===== src/rtl/rr_arb_mux.sv =====
// rr_arb_mux: merges p_ninputs val/rdy streams through a round-robin grant into a one-entry output register.
// Define RR_ARB_MUX_SRC_TAG_EN to add the send_src port, which carries the source index of send_msg.
module rr_arb_mux #(
  parameter int  p_nbits   = 1,
  parameter int  p_ninputs = 2,
  localparam int c_sbits   = (p_ninputs > 1) ? $clog2(p_ninputs) : 1
) (
  input  logic                         clk,
  input  logic                         reset,
  input  logic [p_ninputs*p_nbits-1:0] recv_msg,
  input  logic [p_ninputs-1:0]         recv_val,
  output logic [p_ninputs-1:0]         recv_rdy,
  output logic [p_nbits-1:0]           send_msg,
  output logic                         send_val,
  input  logic                         send_rdy
`ifdef RR_ARB_MUX_SRC_TAG_EN
  ,
  output logic [c_sbits-1:0]           send_src
`endif
);

  localparam logic [c_sbits-1:0] c_last = c_sbits'(p_ninputs - 1);

  logic                 out_full;
  logic [p_nbits-1:0]   out_msg;
  logic [c_sbits-1:0]   rr_ptr;

  logic [p_nbits-1:0]   in_msg [p_ninputs];
  logic                 can_accept;
  logic                 grant_found;
  logic [c_sbits-1:0]   grant_idx;
  logic [p_nbits-1:0]   grant_msg;

  // Input 0 occupies the most significant slice of recv_msg.
  for (genvar i = 0; i < p_ninputs; i++) begin : g_unpack
    assign in_msg[i] = recv_msg[(p_ninputs-1-i)*p_nbits +: p_nbits];
  end

  // A draining output register can take a new message in the same cycle.
  assign can_accept = !out_full || send_rdy;

  always_comb begin
    grant_found = 1'b0;
    grant_idx   = '0;
    grant_msg   = '0;
    recv_rdy    = '0;
    if (reset && can_accept) begin
      // First pass covers rr_ptr..N-1, second pass the wrapped range 0..rr_ptr-1.
      for (int i = 0; i < p_ninputs; i++) begin
        if (!grant_found && recv_val[i] && (i >= int'(rr_ptr))) begin
          grant_found = 1'b1;
          grant_idx   = c_sbits'(i);
          grant_msg   = in_msg[i];
          recv_rdy[i] = 1'b1;
        end
      end
      for (int i = 0; i < p_ninputs; i++) begin
        if (!grant_found && recv_val[i] && (i < int'(rr_ptr))) begin
          grant_found = 1'b1;
          grant_idx   = c_sbits'(i);
          grant_msg   = in_msg[i];
          recv_rdy[i] = 1'b1;
        end
      end
    end
  end

  always_ff @(posedge clk or negedge reset) begin
    if (!reset) begin
      out_full <= 1'b0;
      out_msg  <= '0;
      rr_ptr   <= '0;
    end else if (grant_found) begin
      out_full <= 1'b1;
      out_msg  <= grant_msg;
      rr_ptr   <= (grant_idx == c_last) ? '0 : grant_idx + c_sbits'(1);
    end else if (out_full && send_rdy) begin
      out_full <= 1'b0;
    end
  end

`ifdef RR_ARB_MUX_SRC_TAG_EN
  logic [c_sbits-1:0] out_src;

  always_ff @(posedge clk or negedge reset) begin
    if (!reset) begin
      out_src <= '0;
    end else if (grant_found) begin
      out_src <= grant_idx;
    end
  end

  assign send_src = out_src;
`endif

  assign send_val = out_full;
  assign send_msg = out_msg;

endmodule


===== config.mk =====
export PLATFORM = sky130hd
export DESIGN_NAME = rr_arb_mux
export DESIGN_NICKNAME = d
export VERILOG_FILES = /design/src/rtl/rr_arb_mux.sv
export SDC_FILE = /design/constraint.sdc
export NUM_CORES = 1
export LEC_CHECK = 0
export CORE_AREA = 2 2 39 41
export DETAILED_ROUTE_END_ITERATION = 7
export DIE_AREA = 0 0 41 43
export REMOVE_ABC_BUFFERS = 1
export SYNTH_ARGS = -nofsm -noshare
export SYNTH_HDL_FRONTEND = slang
export SYNTH_SLANG_ARGS = --single-unit

===== constraint.sdc =====
create_clock -name clk -period 1 [get_ports clk]
set_input_delay 0.2 -clock clk [delete_from_list [all_inputs] [get_ports clk]]
set_output_delay 0.2 -clock clk [all_outputs]
set_load 0.01 [all_outputs]

==> results.txt <==
----------------------------------------------------
[Outcome]
  Status ... finished with violations
  Violated checks ... setup timing

[Logic synthesis]
  Count of flip-flops with a built-in enable after synthesis ... 0
  Share of the synthesized area in the top cell type ... 42.0%
  Cell types with the highest counts after synthesis ... dfrtp_1 (3), and2_1 (2), nand2_1 (2)
  Cell type with the largest total area after synthesis ... dfrtp_1
  Count of different cell masters after synthesis ... 14
  Synth top area cells ... dfrtp_1 (42%), nand2b_4 (7.7%), and2_1 (7.0%)
  Netlist Area Pre-Place ... roughly 180 um2
  Portion of the post-synthesis area used by sequential elements ... a little over two fifths
  Fraction of synthesis flops using an asynchronous set or reset pin ... between 90% and 100%
  Most numerous cell in the Yosys netlist ... dfrtp_1
  Synth warn ... 0
  Post-synthesis register bit count ... 3
  Most used DFF post-synth ... dfrtp_1
  Post-synthesis cell count ... 18
  Synthesized area per cell ... 9.94 um2

[Detailed routing]
  Number of remaining DRC errors ... 0
  Via-per-instance ratio ... between 3 and 4
  Total vias in the final route ... about 230
  Routed wire per std cell ... 9.64 um
  Final ANT Viol Nets ... 0
  WL final ... 569 um
  Iteration-0 DRC Markers ... 0
  Iteration count of the initial detailed-routing pass ... 1

[Min path]
  Kind of path behind the tightest hold check ... in2async

[Floorplanning]
  IO Count ... 11
  Total core area ... between 1000 and 1500 um2
  X dimension of the die ... approximately 40 um
  Row count ... 14
  Y dimension of the die ... roughly 43 um
  Overall die area ... around 1800 um2
  Initial Util ... about 13%

[Clock network]
  Clock tree from TritonCTS ... yes
  Latest clock arrival within the worst-skew pair ... ~0.23 ns
  Clock transition at the registers of the reported paths ... around 0.040 ns
  Maximum number of buffers from clock root to sink ... 2
  Cts-stage hold buffer count ... 0
  Total clock sinks ... 3
  Level count of the clock H-tree ... 1
  Root buffer selected by CTS ... clkbuf_4
  CTS buffer count ... 3

[Global routing]
  Global-route wire length before repair ... 821 um
  Largest net degree at the start of global routing ... 5
  Vias in the first global route ... ~240
  Antenna violations before repair ... 0
  GRT Residual Overflow ... 0
  Total routing resource utilization after global routing ... between 7 and 8%

[Critical path]
  Worst reg2reg setup slack ... -0.23 ns
  Kind of end point of the critical path ... primary output
  Reg2Reg Launch Point ... send_val
  Required time of the critical path ... approximately 0.8 ns
  Critical Path AT ... roughly 1.1 ns
  Critical path launch point ... rr_ptr
  Endpoint of the most critical register-to-register path ... send_msg
  Crit start category ... flip-flop
  Critical-path maximum fanout ... 3
  Type of the worst setup path ... reg2out
  Depth of the most critical reg-to-reg path ... 5

[Placement]
  Global placement routability congestion ... between 0.5 and 0.6
  Area after detailed placement ... about 340 um2
  Count of buffers from port buffering ... 10
  Placed cells ... 50
  Pre-CTS setup slack ... -0.752 ns
  Placed wire-length estimate after detailed placement ... 394 um

[Finish]
  Register area ... 75.1 um2
  Layout filler cell count ... ~160
  Layout Cell Area excl Fill ... roughly 420 um2
  Filler-free cell count of the finished design ... slightly below 60
  Layout cell share with drive strength beyond 1 ... a little over half
  Number of antenna cells inserted ... 0
  Number of nets at the end of the flow ... 51
  Layout Area Growth over Synthesis ... 133%
  Total area of multi-input combinational cells ... about 120 um2

[STA]
  Final count of pins violating max slew ... 0
  Max Freq ... around 800 MHz
  Tightest slew margin relative to the limit ... 84.4%
  Clock period minus final worst setup slack ... 1.25 ns
  Total setup violations reported at the end of the flow ... 4
  Maximum clock skew at final layout ... ~0.00048 ns
  Final worst-path cycle share ... 125%
  Count of endpoints failing hold in the final timing report ... 0
  Slew @ Worst Pin ... 0.234 ns
  Unrepaired setup endpoints after global routing ... true
  Final critical-path setup slack ... -0.248 ns

[Power and ir drop]
  Total power after layout ... 574 uW
  Pleak ... roughly 0.00021 uW
  Power per cell area ... 1380 nW/um2
  Worst voltage drop across the vdd grid ... 0.303 mV

[Flow run]
  Max_cap viols ... 0

----------------------------------------------------
[cell families after synthesis]
logic type,after synthesis,share of synthesized area (%)
AND/OR/NAND/NOR,9,32.9
AO/OA/AOI/OAI,4,16.8
flip-flops,3,42.0
multiplexers,1,6.29
buffers and inverters,1,2.10
[repair_timing]
item,4_1_cts,5_1_grt
resized for setup,22,6
setup endpoints to repair,5,4
pin swaps,2,1
hold endpoints to repair,0,0
setup buffers,4,2
[flip-flops by register name, indices dropped and copies added, names as in the netlist]
name,flops
send_val,1
send_msg,1
rr_ptr,1
[critical path: stages (launching register included)]
cell and delay, ns:
dfrtp_1 0.38, nand2b_4 0.14, and4_4 0.19, buf_6 0.11
[layout by cell type, fill, tap and decap left out]
cell type / count
nand2b_4: 2
o2bb2ai_1: 1
and2_1: 2
inv_1: 1
nand3_2: 1
buf_6: 3
nor2_1: 1
clkdlybuf4s50_1: 2
nand2_1: 2
and4_4: 1
a32oi_1: 1
clkbuf_4: 3
o21ai_0: 1
buf_2: 2
dfrtp_1: 3
mux2_4: 1
o211ai_1: 1
dlygate4sd2_1: 4
clkbuf_1: 1
buf_4: 10
[worst max-delay path by stage]
| stage | to | slack [ns] | cells past startpoint |
|---|---|---|---|
| after global routing | recv_rdy[0] | -0.30 | 4 |
| after detailed placement | recv_rdy[0] | -0.75 | 5 |
| after floorplan | send_msg | -0.04 | 3 |
| final | recv_rdy[1] | -0.25 | 3 |
| after global placement | recv_rdy[0] | -0.74 | 5 |
| after CTS | recv_rdy[0] | -0.28 | 4 |
[stage by stage]
| stage | utilization (%) | setup TNS, ns | hold slack (ns) |
|---|---|---|---|
| after floorplan | - | -0.0399 | -0.0956 |
| after global placement | 24.9 | -2.55 | 0.502 |
| after detailed placement | 24.9 | -2.55 | 0.500 |
| after CTS | 29.1 | -0.918 | 0.0712 |
| after global routing | 30.1 | -0.962 | 0.101 |
| final | 30.1 | -0.799 | 0.0891 |
[cell type report]
class                      instances  area share [%]
clock buffer                       4            6.31
inverter                           1           0.901
multi-input combinational         14            28.2
sequential                         3            18.0
tap                               16            4.80
timing repair buffer              21            41.7
[where the power goes]
group	switching [uW]	total (uW)	internal, uW
logic	71.3	205	133
clock network	59.5	209	149
registers	14.8	161	146
[layer usage]
metal / global-route usage (%) / up-vias / share of wire, %
li1: - / 116 / -
met3: 3.14 / 2 / 7.9
met5: 0 / - / 0
met1: 6.45 / 103 / 41
met4: 10.0 / 0 / 0.70
met2: 10.9 / 7 / 50
Power figures use the tool's default switching activity.
